--- config.mk ---
export PLATFORM = sky130hd
export DESIGN_NAME = lcd_digit_overlay
export DESIGN_NICKNAME = d
export VERILOG_FILES = /design/src/rtl/lcd_overlay_pkg.sv /design/src/rtl/lcd_glyph_rom.sv /design/src/rtl/lcd_digit_overlay.sv
export SDC_FILE = /design/constraint.sdc
export NUM_CORES = 1
export LEC_CHECK = 0
export CAP_MARGIN = 10
export CORE_UTILIZATION = 55
export DETAILED_ROUTE_END_ITERATION = 7
export PLACE_DENSITY = 0.86
export REMOVE_ABC_BUFFERS = 1
export SYNTH_ARGS = -nofsm -noshare
export SYNTH_HDL_FRONTEND = slang
export SYNTH_SLANG_ARGS = --single-unit
--- constraint.sdc ---
create_clock -name lcd_pclk -period 3.4 [get_ports lcd_pclk]
set_input_delay 0.51 -clock lcd_pclk [delete_from_list [all_inputs] [get_ports lcd_pclk]]
set_output_delay 0.51 -clock lcd_pclk [all_outputs]
set_load 0.1 [all_outputs]
--- src/rtl/lcd_overlay_pkg.sv ---
// Shared constants and stage bundle for the LCD numeric overlay.
// Optional blink support is enabled with LCD_DIGIT_BLINK_EN.
package lcd_overlay_pkg;

    localparam int CELL_W = 16;
    localparam int CELL_H = 32;

    localparam logic [3:0] CODE_MINUS = 4'hA;
    localparam logic [3:0] CODE_COLON = 4'hB;
    localparam logic [3:0] CODE_BLANK = 4'hF;

    localparam logic [23:0] WHITE = 24'hFFFFFF;
    localparam logic [23:0] BLACK = 24'h000000;

    typedef struct packed {
        logic       hit;
        logic [3:0] code;
        logic [3:0] col;
        logic [4:0] row;
    } ovl_s1_t;

    function automatic int slot_count(input int n, input int sep);
        return n + ((sep != 0) ? 1 : 0);
    endfunction

endpackage

--- src/rtl/lcd_glyph_rom.sv ---
// 16x32 glyph bitmaps built from seven-segment style bars.
// Bit [15] of a row is the leftmost pixel.
module lcd_glyph_rom
    import lcd_overlay_pkg::*;
(
    input  logic [3:0]  code,
    input  logic [4:0]  row,
    output logic [15:0] bits
);

    localparam logic [15:0] H_BAR = 16'h3FFC;
    localparam logic [15:0] L_BAR = 16'h3800;
    localparam logic [15:0] R_BAR = 16'h001C;
    localparam logic [15:0] C_BAR = 16'h03C0;

    // seg = {a, b, c, d, e, f, g}
    logic [6:0] seg;
    logic       r_top;
    logic       r_mid;
    logic       r_bot;
    logic       r_upper;
    logic       r_lower;
    logic       r_stem;
    logic       r_dots;

    always_comb begin
        case (code)
            4'h0:       seg = 7'b1111110;
            4'h2:       seg = 7'b1101101;
            4'h3:       seg = 7'b1111001;
            4'h4:       seg = 7'b0110011;
            4'h5:       seg = 7'b1011011;
            4'h6:       seg = 7'b1011111;
            4'h7:       seg = 7'b1110000;
            4'h8:       seg = 7'b1111111;
            4'h9:       seg = 7'b1111011;
            CODE_MINUS: seg = 7'b0000001;
            default:    seg = 7'b0000000;
        endcase
    end

    assign r_top   = (row >= 5'd2)  && (row <= 5'd4);
    assign r_mid   = (row >= 5'd15) && (row <= 5'd17);
    assign r_bot   = (row >= 5'd27) && (row <= 5'd29);
    assign r_upper = (row >= 5'd3)  && (row <= 5'd16);
    assign r_lower = (row >= 5'd15) && (row <= 5'd28);
    assign r_stem  = (row >= 5'd2)  && (row <= 5'd29);
    assign r_dots  = ((row >= 5'd8)  && (row <= 5'd11)) ||
                     ((row >= 5'd20) && (row <= 5'd23));

    always_comb begin
        bits = '0;
        if (seg[6] && r_top)   bits = bits | H_BAR;
        if (seg[5] && r_upper) bits = bits | R_BAR;
        if (seg[4] && r_lower) bits = bits | R_BAR;
        if (seg[3] && r_bot)   bits = bits | H_BAR;
        if (seg[2] && r_lower) bits = bits | L_BAR;
        if (seg[1] && r_upper) bits = bits | L_BAR;
        if (seg[0] && r_mid)   bits = bits | H_BAR;
        // '1' is a centred stem so it reads well at small sizes
        if ((code == 4'h1) && r_stem)       bits = bits | C_BAR;
        if ((code == CODE_COLON) && r_dots) bits = bits | C_BAR;
    end

endmodule

--- src/rtl/lcd_digit_overlay.sv ---
// Two-stage numeric text overlay with per-frame value snapshot.
// Define LCD_DIGIT_BLINK_EN to add per-digit blinking.
module lcd_digit_overlay
    import lcd_overlay_pkg::*;
#(
    parameter int          NUM_DIGITS = 8,
    parameter logic [10:0] POS_X      = 11'd1,
    parameter logic [10:0] POS_Y      = 11'd1,
    parameter int          SCALE_LOG2 = 0,
    parameter int          SEP_POS    = 4,
    parameter logic [23:0] FG_COLOR   = BLACK,
    parameter logic [23:0] BG_COLOR   = WHITE
) (
    input  logic                    lcd_pclk,
    input  logic                    sys_rst_n,
    input  logic                    frame_start,
    input  logic [4*NUM_DIGITS-1:0] data,
    input  logic                    lz_blank,
`ifdef LCD_DIGIT_BLINK_EN
    input  logic [NUM_DIGITS-1:0]   blink_mask,
`endif
    input  logic [10:0]             pixel_xpos,
    input  logic [10:0]             pixel_ypos,
    output logic [23:0]             pixel_data,
    output logic                    in_region
);

    localparam int S     = SCALE_LOG2;
    localparam int SLOTS = slot_count(NUM_DIGITS, SEP_POS);
    localparam int X_END = int'(POS_X) + SLOTS * (CELL_W << S);
    localparam int Y_END = int'(POS_Y) + (CELL_H << S);

    localparam logic [11:0] X_HI     = 12'(X_END);
    localparam logic [11:0] Y_HI     = 12'(Y_END);
    localparam logic [4:0]  SEP_SLOT = 5'(SEP_POS);
    localparam bit          SEP_EN   = (SEP_POS != 0);

    logic [4*NUM_DIGITS-1:0] shadow;
    logic [NUM_DIGITS-1:0]   lz_mask;
    logic [NUM_DIGITS-1:0]   lz_next;
`ifdef LCD_DIGIT_BLINK_EN
    logic [7:0]              frame_cnt;
    logic [NUM_DIGITS-1:0]   blink_sh;
`endif

    // lz_next[i] marks digit i (from the MSB) as part of the zero run
    always_comb begin : lz_scan
        logic run;
        lz_next = '0;
        run     = lz_blank;
        for (int i = 0; i < NUM_DIGITS - 1; i++) begin
            run        = run && (data[4*(NUM_DIGITS-1-i) +: 4] == 4'h0);
            lz_next[i] = run;
        end
    end

    always_ff @(posedge lcd_pclk or negedge sys_rst_n) begin
        if (!sys_rst_n) begin
            shadow    <= '0;
            lz_mask   <= '0;
`ifdef LCD_DIGIT_BLINK_EN
            frame_cnt <= '0;
            blink_sh  <= '0;
`endif
        end else if (frame_start) begin
            shadow    <= data;
            lz_mask   <= lz_next;
`ifdef LCD_DIGIT_BLINK_EN
            frame_cnt <= frame_cnt + 8'd1;
            blink_sh  <= blink_mask;
`endif
        end
    end

    logic [10:0] dx;
    logic [10:0] dy;
    logic        x_in;
    logic        y_in;
    logic [4:0]  slot;
    logic [4:0]  didx;
    logic        sep_slot;
    logic [3:0]  nib;
    logic        blank;
    logic        unused_dxy;
    ovl_s1_t     s1_d;
    ovl_s1_t     s1_q;

    assign dx         = pixel_xpos - POS_X;
    assign dy         = pixel_ypos - POS_Y;
    assign x_in       = (pixel_xpos >= POS_X) && ({1'b0, pixel_xpos} < X_HI);
    assign y_in       = (pixel_ypos >= POS_Y) && ({1'b0, pixel_ypos} < Y_HI);
    assign slot       = dx[8+S:4+S];
    assign sep_slot   = SEP_EN && (slot == SEP_SLOT);
    assign unused_dxy = ^{dx, dy};

    always_comb begin
        didx = slot;
        if (SEP_EN && (slot > SEP_SLOT)) didx = slot - 5'd1;
        nib   = CODE_BLANK;
        blank = 1'b0;
        for (int i = 0; i < NUM_DIGITS; i++) begin
            if (didx == 5'(i)) begin
                nib   = shadow[4*(NUM_DIGITS-1-i) +: 4];
                blank = lz_mask[i];
`ifdef LCD_DIGIT_BLINK_EN
                blank = blank | (frame_cnt[5] & blink_sh[NUM_DIGITS-1-i]);
`endif
            end
        end
        s1_d.hit  = x_in && y_in;
        s1_d.code = (sep_slot || blank) ? CODE_BLANK : nib;
        s1_d.col  = dx[3+S:S];
        s1_d.row  = dy[4+S:S];
    end

    logic [15:0] glyph_bits;

    lcd_glyph_rom u_rom (
        .code (s1_q.code),
        .row  (s1_q.row),
        .bits (glyph_bits)
    );

    always_ff @(posedge lcd_pclk or negedge sys_rst_n) begin
        if (!sys_rst_n) begin
            s1_q       <= '0;
            in_region  <= 1'b0;
            pixel_data <= BG_COLOR;
        end else begin
            s1_q      <= s1_d;
            in_region <= s1_q.hit;
            if (s1_q.hit && glyph_bits[4'd15 - s1_q.col])
                pixel_data <= FG_COLOR;
            else
                pixel_data <= BG_COLOR;
        end
    end

endmodule

Word level (Yosys, flattened, before mapping)

Memories as Yosys holds them, arrays and structs flattened.
Index checks and enable logic that the tools add are counted.

Output and inout bits: 25
Memories kept: 1
RAM bits: 0
Memory bits (read-only): 112
Register bits after elaboration: 78
Bits in latches: 0

Memories:

| memory           | depth | bits a word | rd ports | clocked after Yosys merged registers in | wr ports | RTL line            | RTL |
|---|---|---|---|---|---|---|---|
| (name not given) | 16    | 7           | 1        | 0                                       | 0        | lcd_glyph_rom.sv:27 | `case (code)` |

Magnitude comparators: 19
Bitwise gates (word level): 0
Multipliers: 0
Reductions and logical operators: 38
Muxes and demuxes: 30
$add $sub $neg: 4
Divide/modulo/power cells: 0
Shift-type cells: 0
Equal/unequal tests: 10

Operators by type and width:

| cell                  | number |
|---|---|
| $mux W14              | 5 |
| $mux W4               | 9 |
| $logic_and A1 B1 Y1   | 28 |
| $logic_not A4 Y1      | 7 |
| $eq A5 B3 Y1 const B  | 5 |
| $le A5 B5 Y1 const B  | 5 |
| $mux W24              | 1 |
| $ge A11 B1 Y1 const B | 2 |
| $mux W10              | 2 |
| $mux W5               | 3 |
| $lt A11 B6 Y1 const B | 1 |
| $lt A11 B8 Y1 const B | 1 |
| $eq A5 B2 Y1 const B  | 2 |
| $ge A5 B2 Y1 const B  | 2 |
| $ge A5 B4 Y1 const B  | 2 |
| $ge A5 B5 Y1 const B  | 2 |
| $sub A5 B1 Y5 const B | 2 |
| $mux W1               | 9 |
| $sub A9 B1 Y9 const B | 1 |
| $eq A5 B1 Y1 const B  | 1 |
| $gt A5 B3 Y1 const B  | 1 |
| $le A5 B3 Y1 const B  | 1 |
| $le A5 B4 Y1 const B  | 1 |
| $logic_not A5 Y1      | 1 |
| other kinds (6)       | 7 |

Logic depth before layout (Yosys ltp)

Depth in word-level cells: 16
Depth in mapped cells: 16
Depth with buffers taken out: 13

By module

A second synthesis with hierarchy kept.

Cells, all modules: 390
Area, all modules: 3832.4 um2

Modules (own cells, without submodules):

| module            | seq. area each (um2) | times used | area an instance (um2) | cells an instance |
|---|---|---|---|---|
| lcd_digit_overlay | 1377.6               | 1          | 3296.9                 | 316 |
| lcd_glyph_rom     | 0.0                  | 1          | 535.5                  | 74 |

Least setup slack after synthesis

OpenSTA, ideal clock, no wires.

Path type: input -> register
Start point: in pixel_xpos[2]
End point: reg s1_q[11] in the netlist's numbering
Setup slack: 0.098 ns
Data required time: 3.274 ns
Buffers on the path: 3
Arrival: 3.175 ns
Stages on the path: 13
Library setup time: 0.126 ns
Cell sequence: buf_6 -> or4_1 -> clkbuf_1 -> nor3_1 -> nor2_1 -> ha_1 -> a21o_1 -> and3_4 -> or3_1 -> buf_6 -> nor3b_4 -> a21oi_2 -> a311o_1

RTL lines:

| element              | RTL line                 | RTL |
|---|---|---|
| start, declared      | lcd_digit_overlay.sv:22  | `input logic [10:0] pixel_xpos,` |
| end signal, assigned | lcd_digit_overlay.sv:126 | `s1_q <= '0;` |
| end signal, assigned | lcd_digit_overlay.sv:130 | `s1_q <= s1_d;` |
| end, declared        | lcd_digit_overlay.sv:86  | `ovl_s1_t s1_q;` |

==> impl_metrics.env <==
export IMPL_critPathRequiredTime_ps=3600
export IMPL_synthesis_instances=384
export IMPL_timing_max_slew_rel_slack_pct=35.97
export IMPL_cts_inserted_buffers=5
export IMPL_synth_enable_flop_cells=0
export IMPL_synth_avg_cell_area_um2=9.641
export IMPL_synthesis_yosys_warnings=0
export IMPL_timing_final_crit_period_ps=3274
export IMPL_diodes=0
export IMPL_worstMarginPinSlew_ps=957.5
export IMPL_cpMostUsedCell="buf_4"
export IMPL_yosysUniqueCellTypes=68
export IMPL_cell_leakage_power_nw=2.066
export IMPL_timing_critical_path_fanout_max=5
export IMPL_clock_sinks=55
export IMPL_grt_pass1_vias=3489
export IMPL_grt_pass1_wl_um=16160
export IMPL_share_of_post_route_cells_with_drive_strength_above_1_pct=32.72
export IMPL_cell_taking_the_most_area_after_synthesis="dfrtp_1"
export IMPL_dr_total_vias=3449
export IMPL_rrSetupSlack_ps=870
export IMPL_num_fill_cells=424
export IMPL_cpLargestDelayFamily="compound AO/OA/AOI/OAI gates"
export IMPL_starting_drc_count_in_detailed_routing=240
export IMPL_horizontal_die_dimension_um=84.05
export IMPL_achievable_frequency_ghz=0.3054
export IMPL_root_buffer="clkbuf_8"
export IMPL_layout_nets=555
export IMPL_grt_antenna_before_repair=0
export IMPL_highest_delay_cell_along_the_critical_path="or4_4"
export IMPL_setup_worst_path_class="input port to register"
export IMPL_detailedPlacementHpwl_um=7271
export IMPL_final_cells=563
export IMPL_cts_tree="done"
export IMPL_final_hold_viol_count=0
export IMPL_fin_setup_tns_ps=0
export IMPL_grt_max_degree=40
export IMPL_finalSetupViolCount=0
export IMPL_cts_max_level=2
export IMPL_port_buffers=82
export IMPL_power_per_cell_area_nw_per_um2=326.9
export IMPL_r2r_end="pixel_data[22]"
export IMPL_detail_route_antenna_nets=0
export IMPL_post_route_drc_count=18
export IMPL_placed_cells=553
export IMPL_timing_critical_path_buf_inv=3
export IMPL_irDropWorstVdd_mv=0.2807
export IMPL_routed_via_density=6.126
export IMPL_critPathCaptureType="register"
export IMPL_layout_worst_path_cycle_share_pct=96.29
export IMPL_floorplan_die_area_um2=7064
export IMPL_r2r_worst_path_cells=9
export IMPL_synth_most_common_cell="dfrtp_1"
export IMPL_timing_critical_path_from_type="input port"
export IMPL_worstReg2RegStart="s1_q[3]"
export IMPL_core_um2=6422
export IMPL_post_synth_most_frequent_cells="dfrtp_1 (54), mux2_2 (34), buf_4 (23), inv_1 (23), nand2_1 (20)"
export IMPL_globalRouteTotalUtil_pct=28.43
export IMPL_routed_wl_um=9902
export IMPL_hold_path_class="input port to asynchronous set/reset pin"
export IMPL_outcome="finished with violations"
export IMPL_synthArstFlopShare_pct=100.0
export IMPL_synthToLayoutAreaGrowth_pct=33.02
export IMPL_final_max_slew_violation_count=0
export IMPL_floorplan_rows=29
export IMPL_wl_per_cell_um=17.59
export IMPL_place_gp_congestion=0.8960
export IMPL_overflow=0
export IMPL_clock_tree_buffer_depth=2
export IMPL_path_cells="dlymetal6s2s_1, buf_4, or4_4, nor3_4, nor2_2, ha_1, a21o_1, and3_4, buf_4, o21ba_2, a32o_1, a22oi_2, o211ai_2, a311o_1"
export IMPL_fin_skew_ps=7.679
export IMPL_top_cell_type_s_share_of_synthesized_area_pct=36.50
export IMPL_critPathMaxStageDelay_ps=550
export IMPL_synth_area_top_cells="dfrtp_1 (36%), mux2_2 (10%), buf_4 (4.7%)"
export IMPL_syn_cell_area_um2=3702
export IMPL_postSynthRegisterBits=55
export IMPL_failed_checks="DRC"
export IMPL_clk_pin_slew_ps=100
export IMPL_io_pin_count=83
export IMPL_start_util_pct=57.65
export IMPL_synth_ff_type="dfrtp_1"
export IMPL_drv_cap=0
export IMPL_insertion_delay_ps=310
export IMPL_worst_endpoint_arrival_ps=3480
export IMPL_die_height_um=84.05
export IMPL_ys_seq_area_share_pct=37.21
export IMPL_fin_worst_hold_slack_ps=315.1
export IMPL_total_power_w=0.001610
export IMPL_dr_pass1_iters=7
==> what timing repair did <==
action	in CTS	in global routing
hold buffers	0	0
buffers inserted	1	2
gates resized for setup	19	17
setup endpoints to repair	4	4
pin swaps	6	7
==> cells by family (layout without fill, tap and decap cells) <==
| group | after synthesis | after routing | synth area share [%] |
|---|---|---|---|
| compound gates | 106 | 106 | 20.35 |
| simple gates | 101 | 101 | 15.95 |
| buf+inv | 65 | 167 | 9.463 |
| flops | 55 | 55 | 37.21 |
| mux | 38 | 38 | 11.42 |
| fa+ha+maj | 11 | 11 | 3.717 |
| xor+xnor | 8 | 8 | 1.892 |
==> cell usage in the layout, fill, tap and decap left out, types with 3 or more instances in the layout <==
master,instances
mux2i_1,4
nor2_1,14
nand2_1,20
nor4_1,8
a21o_1,3
a21oi_1,15
nand2b_1,6
a211oi_1,4
nor3b_1,4
buf_4,77
dlymetal6s2s_1,3
xor2_1,4
clkbuf_8,5
mux2_2,34
a211o_1,5
inv_1,21
o21ai_0,14
clkdlybuf4s50_1,53
dfrtp_1,54
ha_1,10
a21oi_2,4
nand4_1,5
nor3_1,6
nand3_1,8
o22ai_1,15
a31oi_1,5
a22oi_1,6
or4_1,4
xnor2_1,4
==> flip-flops by register name (all words and copies together) (netlist names) <==
name and count:
in_region 1, lz_mask 7, pixel_data 1, s1_q 14, shadow 32
==> area by class of cell <==
| cell class | count | area (um2) | share of cell area, % |
|---|---|---|---|
| clock buffers | 5 | 68.82 | 1.397 |
| multi-input cells | 264 | 2103 | 42.71 |
| inverters | 23 | 86.33 | 1.753 |
| clock inverters | 2 | 13.76 | 0.2795 |
| flip-flops and latches | 55 | 1378 | 27.97 |
| repair buffers | 137 | 1179 | 23.93 |
| well taps | 77 | 96.34 | 1.956 |
==> worst max path at each step <==
stage	startpoint	to	slack, ps	depth (start not counted)
6_report	pixel_xpos[0]	s1_q[11]	130	14
5_1_grt	pixel_xpos[4]	s1_q[11]	-10	13
4_1_cts	pixel_xpos[0]	s1_q[11]	6	14
3_5_place_dp	pixel_xpos[1]	s1_q[12]	-630	12
3_3_place_gp	pixel_xpos[1]	s1_q[12]	-510	12
2_1_floorplan	pixel_data[22]	pixel_data[0]	-5570	0
==> power by group <==
group | leakage [nW] | switching (W) | internal [W] | total (W)
registers | 0.654 | 0.0000570 | 0.000709 | 0.000766
clock network | 0.0440 | 0.000213 | 0.000142 | 0.000354
logic | 1.37 | 0.000233 | 0.000256 | 0.000489
total | 2.07 | 0.000503 | 0.00111 | 0.00161
==> stage by stage <==
stage | worst slack [ps] | cell area [um2] | util, %
after global placement | -506.6 | 4681 | 72.88
final | 126.1 | 4925 | 76.68
after detailed placement | -630.9 | 4681 | 72.88
after CTS | 6.350 | 4842 | 75.39
after global routing | -9.955 | 4925 | 76.68
after floorplan | -5573 | 3438 | -
==> worst register-to-register path, cell delays in order (launching register included) <==
cell	delay, ps
dfrtp_1	500
or4b_2	700
o22ai_1	270
nand2b_1	90
a211o_1	250
o31ai_1	100
nand2_1	100
o2bb2ai_1	130
a21oi_1	180
o2111ai_1	120
==> per-layer routing <==
metal	up-vias	part of all wire (%)	track usage, %
li1	1605	-	-
met1	1668	41	34.83
met2	154	52	49.93
met3	22	5.9	4.748
met4	0	2.0	10.97
met5	-	0	0
(Power assumes the default switching activity.)
